--- src/rtl/dmem_arbiter.sv ---
`default_nettype none
// ============================================================================
// dmem_arbiter : shares a single-port data memory between N_REQ requesters
//                (fixed priority, starvation override, atomic bus lock)
// Revision     : 1.0
// ============================================================================
module dmem_arbiter #(
  parameter int N_REQ        = 2,
  parameter int STARVE_LIMIT = 4,
  parameter int LOCK_MAX     = 8
) (
  input  logic                   clk,
  input  logic                   rst,
  input  logic [N_REQ-1:0]       m_valid,
  output logic [N_REQ-1:0]       m_ready,
  input  logic [N_REQ-1:0]       m_we,
  input  logic [N_REQ-1:0]       m_lock,
  input  logic [N_REQ-1:0][31:0] m_addr,
  input  logic [N_REQ-1:0][3:0]  m_be,
  input  logic [N_REQ-1:0][31:0] m_wdata,
  output logic [N_REQ-1:0]       r_valid,
  output logic [31:0]            r_rdata,
  output logic [31:0]            mem_addr,
  output logic                   mem_we,
  output logic [3:0]             mem_be,
  output logic [31:0]            mem_wdata,
  input  logic [31:0]            mem_rdata
);

  localparam int IDX_W = (N_REQ > 1) ? $clog2(N_REQ) : 1;
  localparam int SC_W  = $clog2(STARVE_LIMIT + 1);
  localparam int LC_W  = $clog2(LOCK_MAX + 1);

  localparam logic [SC_W-1:0] C_STARVE_MAX = SC_W'(STARVE_LIMIT);
  localparam logic [LC_W-1:0] C_LOCK_MAX   = LC_W'(LOCK_MAX);
  localparam logic [LC_W-1:0] C_LOCK_ONE   = LC_W'(1);

  typedef enum logic [0:0] {
    S_IDLE   = 1'b0,
    S_LOCKED = 1'b1
  } state_t;

  state_t                      state_q, state_d;
  logic [IDX_W-1:0]            owner_q, owner_d;
  logic [LC_W-1:0]             lock_cnt_q, lock_cnt_d;
  logic [N_REQ-1:0][SC_W-1:0]  starve_q, starve_d;
  logic [N_REQ-1:0]            r_valid_q, r_valid_d;
  logic [31:0]                 r_rdata_q, r_rdata_d;
  logic [31:0]                 addr_q, addr_d;
  logic [31:0]                 wdata_q, wdata_d;
  logic [3:0]                  be_q, be_d;

  logic                        grant_any;
  logic [IDX_W-1:0]            win;
  logic [N_REQ-1:0]            grant;

  // Winner selection; the lock owner excludes everyone else even when idle.
  always_comb begin
    grant_any = 1'b0;
    win       = '0;
    if (state_q == S_LOCKED) begin
      grant_any = m_valid[owner_q];
      win       = owner_q;
    end else begin
      for (int i = N_REQ - 1; i >= 0; i--) begin
        if (m_valid[i]) begin
          grant_any = 1'b1;
          win       = IDX_W'(i);
        end
      end
      // A starved requester overrides plain priority; lowest starved index wins.
      for (int i = N_REQ - 1; i >= 0; i--) begin
        if (m_valid[i] && (starve_q[i] == C_STARVE_MAX)) begin
          win = IDX_W'(i);
        end
      end
    end
    if (!rst) begin
      grant_any = 1'b0;
    end
  end

  assign grant   = grant_any ? (N_REQ'(1) << win) : '0;
  assign m_ready = grant;

  always_comb begin
    mem_we    = 1'b0;
    mem_addr  = addr_q;
    mem_be    = be_q;
    mem_wdata = wdata_q;
    if (grant_any) begin
      mem_we    = m_we[win];
      mem_addr  = m_addr[win];
      mem_be    = m_be[win];
      mem_wdata = m_wdata[win];
    end
    addr_d  = mem_addr;
    be_d    = mem_be;
    wdata_d = mem_wdata;
  end

  always_comb begin
    for (int i = 0; i < N_REQ; i++) begin
      starve_d[i] = '0;
      if (m_valid[i] && !grant[i]) begin
        starve_d[i] = (starve_q[i] == C_STARVE_MAX) ? C_STARVE_MAX : starve_q[i] + SC_W'(1);
      end
    end
  end

  always_comb begin
    r_valid_d = grant;
    r_rdata_d = r_rdata_q;
    if (grant_any && !m_we[win]) begin
      r_rdata_d = mem_rdata;
    end
  end

  always_comb begin
    state_d    = state_q;
    owner_d    = owner_q;
    lock_cnt_d = lock_cnt_q;
    case (state_q)
      S_IDLE: begin
        if (grant_any && m_lock[win]) begin
          state_d    = S_LOCKED;
          owner_d    = win;
          lock_cnt_d = C_LOCK_ONE;
        end
      end
      S_LOCKED: begin
        if (grant_any && !m_lock[win]) begin
          state_d    = S_IDLE;
          lock_cnt_d = '0;
        end else begin
          // Counts idle cycles of the owner too, so a stalled owner cannot hold the bus forever.
          lock_cnt_d = lock_cnt_q + C_LOCK_ONE;
        end
      end
      default: begin
        state_d    = S_IDLE;
        lock_cnt_d = '0;
      end
    endcase
    if ((state_d == S_LOCKED) && (lock_cnt_d >= C_LOCK_MAX)) begin
      state_d    = S_IDLE;
      lock_cnt_d = '0;
    end
  end

  always_ff @(posedge clk or negedge rst) begin
    if (!rst) begin
      state_q    <= S_IDLE;
      owner_q    <= '0;
      lock_cnt_q <= '0;
      starve_q   <= '0;
      r_valid_q  <= '0;
      r_rdata_q  <= '0;
      addr_q     <= '0;
      be_q       <= '0;
      wdata_q    <= '0;
    end else begin
      state_q    <= state_d;
      owner_q    <= owner_d;
      lock_cnt_q <= lock_cnt_d;
      starve_q   <= starve_d;
      r_valid_q  <= r_valid_d;
      r_rdata_q  <= r_rdata_d;
      addr_q     <= addr_d;
      be_q       <= be_d;
      wdata_q    <= wdata_d;
    end
  end

  assign r_valid = r_valid_q;
  assign r_rdata = r_rdata_q;

endmodule
`default_nettype wire

--- config.mk ---
export PLATFORM = sky130hd
export DESIGN_NAME = dmem_arbiter
export DESIGN_NICKNAME = d
export VERILOG_FILES = /design/src/rtl/dmem_arbiter.sv
export SDC_FILE = /design/constraint.sdc
export NUM_CORES = 1
export LEC_CHECK = 0
export BUFFER_PORTS_ARGS = -buffer_cell sky130_fd_sc_hd__buf_4
export CORE_MARGIN = 2
export CORE_UTILIZATION = 42
export CTS_CLUSTER_SIZE = 20
export DETAILED_ROUTE_END_ITERATION = 10
export HOLD_SLACK_MARGIN = 0.05
export PLACE_DENSITY = 0.78
export SYNTH_ARGS = -nofsm -noshare
export SYNTH_HDL_FRONTEND = slang
export SYNTH_SLANG_ARGS = --single-unit
--- constraint.sdc ---
create_clock -name clk -period 5.52 [get_ports clk]
set_clock_uncertainty 0.15 [all_clocks]
set_input_delay 0.276 -clock clk [delete_from_list [all_inputs] [get_ports clk]]
set_output_delay 0.276 -clock clk [all_outputs]
set_load 0.1 [all_outputs]
==> results of run 1 <==
cell usage in the layout, fill, tap and decap left out, types with 3 or more instances in the layout:
cell type      count
buf_4            285
clkbuf_16         17
clkbuf_8           3
clkinv_2           5
clkinvlp_4         3
dfrtp_1          114
diode_2            3
dlygate4sd3_1     34
ha_1               5
inv_1              9
mux2_4            30
mux2i_1           70
nand2_1           74
nor2_1            14
nor3_1             4
o21ai_0           72
routing by layer:
metal,GRT usage [%],share of wire (%),vias up
met5,0,0,-
met4,9.960,2.5,0
met3,7.327,6.8,31
met2,39.92,55,191
met1,24.14,36,2194
li1,-,-,2186
registers in the layout, indices dropped and copies added (netlist names), 2 cells and up:
register    cells
wdata_q        32
addr_q         32
r_rdata        32
lock_cnt_q      4
starve_q        6
r_valid         2
be_q            4
final timing paths:
path | start | endpoint | slack [ns] | depth (start not counted)
max | state_q$_DFF_PN0_ | mem_addr[20] | 2.03 | 6
min | m_wdata[18] | wdata_q[18]$_DFF_PN0_ | 0.08 | 3
max reg2reg | state_q$_DFF_PN0_ | starve_q[5]$_DFF_PN0_ | 2.68 | 5
min reg2reg | starve_q[0]$_DFF_PN0_ | starve_q[0]$_DFF_PN0_ | 0.31 | 1
max in group asynchronous | rst | addr_q[14]$_DFF_PN0_ | 3.61 | 3
min in group asynchronous | rst | r_rdata[7]$_DFFE_PN0P_ | 0.20 | 2
worst max-delay path, cell delays in order, from the launching register on:
cell and delay [ns]:
dfrtp_1 0.65, a21boi_1 0.19, o221ai_4 0.61, buf_4 0.58, nand2_1 0.12, o21ai_0 0.13, buf_4 0.34
final cells by class:
| type | instances | area (µm²) | share of cell area (%) |
|---|---|---|---|
| inverter | 9 | 33.78 | 0.4044 |
| clock buffer | 22 | 474.2 | 5.676 |
| multi-input combinational | 298 | 2188 | 26.19 |
| sequential | 114 | 2853 | 34.15 |
| timing repair buffer | 319 | 2480 | 29.68 |
| clock inverter | 10 | 107.6 | 1.288 |
| antenna | 3 | 7.507 | 0.08986 |
| tap | 168 | 210.2 | 2.516 |
kinds of logic after synthesis:
family	share of synthesized area, %
compound gates	9.957
xor+xnor	0.1684
fa+ha+maj	1.203
buf+inv	3.535
flops	54.83
mux	22.56
simple gates	7.744
stage by stage:
| stage | utilization [%] | area [µm²] |
|---|---|---|
| after floorplan | - | 5202 |
| after global placement | 61.56 | 7425 |
| after detailed placement | 61.56 | 7425 |
| after CTS | 69.20 | 8347 |
| after global routing | 69.20 | 8347 |
| final | 69.26 | 8354 |
timing repair:
action | in CTS | in global routing
endpoints found under the hold margin | 63 | 0
resized for setup | 0 | 0
hold buffers | 34 | 0
==> impl_metrics.json, run 1 <==
{
  "status": "complete, no violations",
  "synthTopCellsByArea": "dfrtp_1 55%, mux2i_1 13%, mux2_4 8.7%, o21ai_0 6.9%, nand2_1 5.3%",
  "fp.dieH_um": 115.3,
  "slew_violations": 0,
  "ys_top_cells_by_count": "114 x dfrtp_1, 74 x nand2_1, 72 x o21ai_0, 70 x mux2i_1, 30 x mux2_4",
  "synth.avg_cell_area_um2": 11.56,
  "cts_inserted_buffers": 17,
  "drtAntennaViolNets": 0,
  "fp.dieArea_mm2": 0.01329,
  "yosysWarnings": 0,
  "ys.flop_type": "dfrtp_1",
  "yosysMostFrequentCell": "dfrtp_1",
  "wl_per_cell_um": 15.76,
  "hp-class": "in -> reg",
  "critPathCaptureType": "primary output",
  "synth-edff-count": 0,
  "grt_max_degree": 85,
  "synth_top_area_cell": "dfrtp_1",
  "overflow": 0,
  "drc": 0,
  "cts_sinks": 114,
  "worst_slew_pin_slew_ns": 1.047,
  "synth_fp_nets": 631,
  "vias": 4602,
  "cp.arrival_ns": 3.06,
  "post_drt_via_cell_ratio": 4.880,
  "pin_count": 281,
  "fmax_mhz": 286.7,
  "drt-initial-drc-count": 230,
  "final_nets": 940,
  "startpoint_type": "flip-flop",
  "n_fill_cell": 872,
  "synth_seq_cells": 114,
  "syn_area_mm2": 0.005202,
  "rows": 40,
  "cap_violations": 0,
  "clock_tree.buffer_depth": 2,
  "cp.required_ns": 5.09,
  "setup_viol": 0,
  "worstSkewPairLatency_ns": 0.41,
  "holdWs_ns": 0.08338,
  "gp_congestion": 0.7703,
  "final_cells": 943,
  "async_reset_ff_share_pct": 100.0,
  "synthCells": 450,
  "max_slew_margin_pct": 30.19,
  "antenna_found_initial": 0,
  "drt-total-wl_um": 14860,
  "grt_use_total_pct": 22.36,
  "pre_cts_slack_ns": 2.443,
  "post-route-period-util_pct": 63.19,
  "dr.pass1.iters": 4,
  "critPathMaxFanout": 65,
  "die_w_um": 115.3,
  "critical_path_class": "reg -> out",
  "hpwl_um": 10460,
  "fin_ws_ns": 2.032,
  "tns_ns": 0,
  "fp.coreArea_mm2": 0.01206,
  "dp_cells": 874,
  "cts_max_level": 4,
  "yosysUniqueCellTypes": 36,
  "ys_seq_area_share_pct": 54.83,
  "period_minus_slack_ns": 3.488,
  "finalHoldViolations": 0,
  "rsz0062_at_grt": "no",
  "grt_pass1_wl_um": 22700,
  "ctsRootBufferMaster": "clkbuf_16",
  "start_util_pct": 43.13,
  "synthToLayoutAreaGrowth_pct": 60.58,
  "io_buffer_count": 280,
  "synth_top_area_share_pct": 54.83,
  "path_clk_slew_ns": 0.05,
  "grt_pass1_vias": 4654,
  "cts_tree": "built",
  "post_cts_buffers": 0,
  "layout-drive-gt1-share_pct": 45.73
}
Power of run 1 is not shown: default switching activity piles up to over one toggle a cycle in this logic, so the estimate is an artifact.
==> run 2, diff against run 1 <==
CORE_UTILIZATION = 41   (was 42)
PLACE_DENSITY = 0.79   (was 0.78)
clock period = 3.1 ns   (was 5.52 ns; I/O delays follow)
==> run 2 against run 1 <==
Against the previous run: sequential cell count stayed put; critical path depth is 1 higher; non-clock buffer count is 141 higher; wire length is 43% higher; setup slack worse by 2.0 ns; clock-buffer cell count is 1 lower; global-route usage is 7.0 points higher; core utilization is 11 points higher; via count is 21% higher; register-to-register slack worse by 2.6 ns; critical path type unchanged; highest routed layer unchanged.
==> impl_metrics.json, run 2 (synthesis gave the netlist of run 1 again) <==
{
  "grt_pass1_vias": 5907,
  "drt-total-wl_um": 21290,
  "drc": 0,
  "antenna_cells": 0,
  "cts_inserted_buffers": 17,
  "status": "complete, no violations",
  "cts_tree": "built",
  "cts_sinks": 114,
  "max_slew_margin_pct": 33.86,
  "fp.dieH_um": 116.6,
  "hold_path_depth": 4,
  "final_common_cell": "buf_4",
  "r2r-end": "addr_q[3]$_DFF_PN0_",
  "startpoint_type": "flip-flop",
  "final_nets": 1081,
  "fp.dieArea_mm2": 0.01361,
  "pin_count": 281,
  "worstSkewPairLatency_ns": 0.41,
  "crit_top_cell": "buf_4",
  "critPathMaxStageDelay_ns": 0.72,
  "cp_num_buf_inv": 3,
  "worst_slew_pin_slew_ns": 0.9921,
  "grt_max_degree": 78,
  "synthToLayoutAreaGrowth_pct": 94.28,
  "fp.coreArea_mm2": 0.01252,
  "dp_cells": 879,
  "grt_pass1_wl_um": 30280,
  "setup_viol": 0,
  "overflow": 0,
  "final_cells": 1085,
  "period_minus_slack_ns": 3.097,
  "drtAntennaViolNets": 0,
  "crit_slowest_cell": "dfrtp_1",
  "path_clk_slew_ns": 0.06,
  "n_fill_cell": 664,
  "critPathCaptureType": "primary output",
  "post-route-period-util_pct": 99.91,
  "hpwl_um": 10270,
  "ctsRootBufferMaster": "clkbuf_16",
  "gp_congestion": 0.7757,
  "worstRegToRegCells": 7,
  "rows": 41,
  "hp-start": "m_lock[0]",
  "whs_endpoint": "state_q$_DFF_PN0_",
  "grt_use_total_pct": 29.31,
  "wl_per_cell_um": 19.62,
  "vias": 5579,
  "io_buffer_count": 280,
  "slew_violations": 0,
  "finalHoldViolations": 0,
  "cp.required_ns": 2.79,
  "dr.pass1.iters": 5,
  "rrSetupSlack_ns": 0.11,
  "critPathMaxFanout": 26,
  "layout-drive-gt1-share_pct": 46.66,
  "path_cells": "nor2b_1 > a22oi_2 > buf_4 > buf_8 > mux2i_1 > o21ai_2 > buf_4",
  "post_drt_via_cell_ratio": 5.142,
  "die_w_um": 116.6,
  "cp_top_family": "flip-flops",
  "clock_tree.buffer_depth": 2,
  "reg2reg_from": "state_q$_DFF_PN0_",
  "postPlaceCellArea_mm2": 0.007732,
  "start_util_pct": 41.56,
  "drt-initial-drc-count": 475,
  "antenna_found_initial": 0,
  "hp-class": "in -> reg",
  "final_cell_mix": "279 x buf_4, 172 x dlygate4sd3_1, 114 x dfrtp_1",
  "critical_path_class": "reg -> out",
  "cts_max_level": 4,
  "crit_start": "state_q$_DFF_PN0_",
  "post-route-util_pct": 80.75,
  "stdcell_area_mm2": 0.01011,
  "cp.arrival_ns": 2.79,
  "fmax_mhz": 322.9,
  "cap_violations": 0
}
run 2: changes by cell type in the layout (fill, tap and decap cells not counted), moves of 2 or more:
cell           delta
dlygate4sd3_1   +138
o21ai_0          -68
o21ai_2          +67
buf_4             -6
buf_6             +5
diode_2           -3
buf_12            +2
run 2: layout make-up:
class / instances / area [µm²] / share of cell area [%]
multi-input cells: 298 / 2457 / 24.31
repair buffers: 460 / 3953 / 39.11
clock buffers: 21 / 460.4 / 4.556
flip-flops and latches: 114 / 2853 / 28.22
well taps: 172 / 215.2 / 2.129
clock inverters: 11 / 135.1 / 1.337
inverters: 9 / 33.78 / 0.3342
run 2: routing by layer:
metal  global-route usage (%)  vias up  wire length [µm]
met3                    8.718       73              2003
li1                         -     2491                 -
met1                    31.53     2687              7639
met4                    13.02        0               807
met5                        0        -                 0
met2                    53.26      328             10840
run 2: worst reg2reg max path, delay by kind of cell, from the launching register on:
kind	cells	cell delay, ns
compound gates	2	0.32
mux	1	0.42
buf+inv	3	1.05
flops	1	0.72
simple gates	1	0.21
run 2: timing repair:
action | CTS | global route
buffers inserted | 0 | 1
hold endpoints to repair | 144 | 0
gates resized for setup | 0 | 10
hold buffers | 172 | 0
endpoints found under the setup margin | 0 | 37
run 2: worst max path at each step:
stage / endpoint / slack [ns] / depth (start not counted)
after detailed placement: mem_wdata[27] / 0.54 / 9
after CTS: mem_wdata[22] / 0.09 / 9
after global routing: mem_addr[3] / -0.01 / 10
final: mem_addr[3] / 0.003 / 7
after global placement: mem_wdata[27] / 0.63 / 9
after floorplan: r_valid[0]$_DFF_PN0_ / 0.09 / 7
run 2: stage by stage:
| stage | setup WS, ns | hold slack [ns] | TNS (ns) |
|---|---|---|---|
| finish | 0.002681 | 0.1384 | 0 |
| global route | -0.01083 | 0.1216 | -0.01083 |
| CTS | 0.09207 | 0.05067 | 0 |
| detailed placement | 0.5402 | 0.1346 | 0 |
| global placement | 0.6338 | 0.1349 | 0 |
| floorplan | 0.09264 | -0.2906 | 0 |
Power of run 2 is left out for the same reason.
==> run 3, diff against run 2 <==
RECOVER_POWER = 50   (was not set)
==> run 3 against run 2 <==
Against the previous run: register-to-register slack about the same; final cell count did not move; wire length grew 0.31%; critical endpoint unchanged; highest routed layer unchanged.
==> impl_metrics.json, run 3 (synthesis gave the netlist of run 1 again) <==
{
  "worstSkewPairLatency_ns": 0.41,
  "critical_path_class": "reg -> out",
  "n_fill_cell": 735,
  "path_clk_slew_ns": 0.06,
  "finalHoldViolations": 0,
  "clock_tree.buffer_depth": 2,
  "cts_inserted_buffers": 17,
  "fp.dieArea_mm2": 0.01361,
  "cp_top_family": "buffers and inverters",
  "path_depth": 10,
  "antenna_found_initial": 0,
  "cp.arrival_ns": 2.79,
  "cts_sinks": 114,
  "layout-drive-gt1-share_pct": 42.50,
  "slew_violations": 0,
  "final_cell_mix": "243 x buf_4, 172 x dlygate4sd3_1, 114 x dfrtp_1",
  "postPlaceCellArea_mm2": 0.007732,
  "fp.coreArea_mm2": 0.01252,
  "holdWs_ns": 0.1245,
  "cts_tree": "built",
  "met3_usage_pct": 8.718,
  "grt-busiest-layer": "met2",
  "crit_slowest_cell": "dfrtp_1",
  "path_cells": "inv_1 > ha_1 > and2_4 > o21ai_4 > a22oi_2 > buf_4 > buf_8 > mux2i_1 > o21ai_2 > buf_4",
  "hpwl_um": 10270,
  "post_drt_via_cell_ratio": 5.140,
  "grt_pass1_wl_um": 30280,
  "final_nets": 1081,
  "final_common_cell": "buf_4",
  "grt_max_degree": 78,
  "hp-class": "in -> reg",
  "drt-total-wl_um": 21350,
  "fp.dieH_um": 116.6,
  "cap_violations": 0,
  "critPathMaxFanout": 26,
  "rows": 41,
  "wl_per_cell_um": 19.68,
  "grt_use_met2_pct": 53.26,
  "critPathCaptureType": "primary output",
  "io_buffer_count": 280,
  "cp.required_ns": 2.79,
  "vias": 5577,
  "die_w_um": 116.6,
  "grt_pass1_vias": 5907,
  "setup_viol": 0,
  "cp_num_buf_inv": 4,
  "drtAntennaViolNets": 0,
  "worstRegToRegCells": 10,
  "status": "complete, no violations",
  "ctsRootBufferMaster": "clkbuf_16",
  "drt-initial-drc-count": 486,
  "startpoint_type": "flip-flop",
  "synthToLayoutAreaGrowth_pct": 91.39,
  "drc": 0,
  "fmax_mhz": 323.4,
  "antenna_cells": 0,
  "dr.pass1.iters": 5,
  "grtUsageMet1_pct": 31.53,
  "critPathMaxStageDelay_ns": 0.41,
  "cts_max_level": 4,
  "post-route-period-util_pct": 99.74,
  "worst_slew_pin_slew_ns": 1.319,
  "start_util_pct": 41.56,
  "crit_top_cell": "buf_4",
  "period_minus_slack_ns": 3.092,
  "pin_count": 281,
  "hold_path_depth": 4,
  "stdcell_area_mm2": 0.009957,
  "gp_congestion": 0.7757,
  "max_slew_margin_pct": 12.41,
  "grt_use_total_pct": 29.31,
  "overflow": 0
}
## run 3: cell types whose count changed in the layout (fill, tap and decap cells not counted), sizes merged
| cell | previous run | this run |
|---|---|---|
| buf | 287 | 251 |
| clkbuf | 22 | 58 |
## run 3: area by class of cell
| type | count | area, µm² | share of cell area, % |
|---|---|---|---|
| clock buffer | 21 | 460.4 | 4.624 |
| clock inverter | 11 | 135.1 | 1.357 |
| inverter | 9 | 33.78 | 0.3393 |
| multi-input combinational | 298 | 2439 | 24.49 |
| sequential | 114 | 2853 | 28.65 |
| tap | 172 | 215.2 | 2.161 |
| timing repair buffer | 460 | 3821 | 38.38 |
## run 3: worst reg2reg max path, cell delays in order (launching register included)
cell and delay (ns):
dfrtp_1 0.41, inv_1 0.08, ha_1 0.20, and2_4 0.19, o21ai_4 0.10, a22oi_2 0.14, buf_4 0.19, buf_8 0.27
mux2i_1 0.42, o21ai_2 0.12, dlygate4sd3_1 0.59
## run 3: per-stage QoR
step | std cells | util, % | setup TNS (ns) | setup WS (ns)
after floorplan | 450 | - | 0 | 0.09264
after global placement | 879 | 61.78 | 0 | 0.6338
after detailed placement | 879 | 61.78 | 0 | 0.5402
after CTS | 1083 | 80.29 | 0 | 0.09207
after global routing | 1085 | 79.55 | -0.01083 | -0.01083
final | 1085 | 79.55 | 0 | 0.007957
## run 3: repair_timing
action | in CTS | in global routing
buffers inserted | 0 | 1
hold endpoints to repair | 144 | 0
hold buffers | 172 | 0
setup endpoints to repair | 0 | 37
resized for setup | 0 | 10
## run 3: worst paths after layout
check	startpoint	to	slack [ns]
setup / recovery	starve_q[0]$_DFF_PN0_	mem_addr[3]	0.008
setup reg to reg	starve_q[0]$_DFF_PN0_	addr_q[3]$_DFF_PN0_	0.11
hold reg to reg	starve_q[3]$_DFF_PN0_	starve_q[3]$_DFF_PN0_	0.34
hold / removal	m_lock[0]	state_q$_DFF_PN0_	0.12
min in group asynchronous	rst	addr_q[6]$_DFF_PN0_	0.48
max in group asynchronous	rst	wdata_q[0]$_DFF_PN0_	0.80
## run 3: routing by layer
metal	vias to the layer above	part of all wire (%)
met5	-	0
met4	0	3.5
li1	2490	-
met2	317	51
met1	2702	36
met3	68	9.2
Power of run 3 is left out for the same reason.
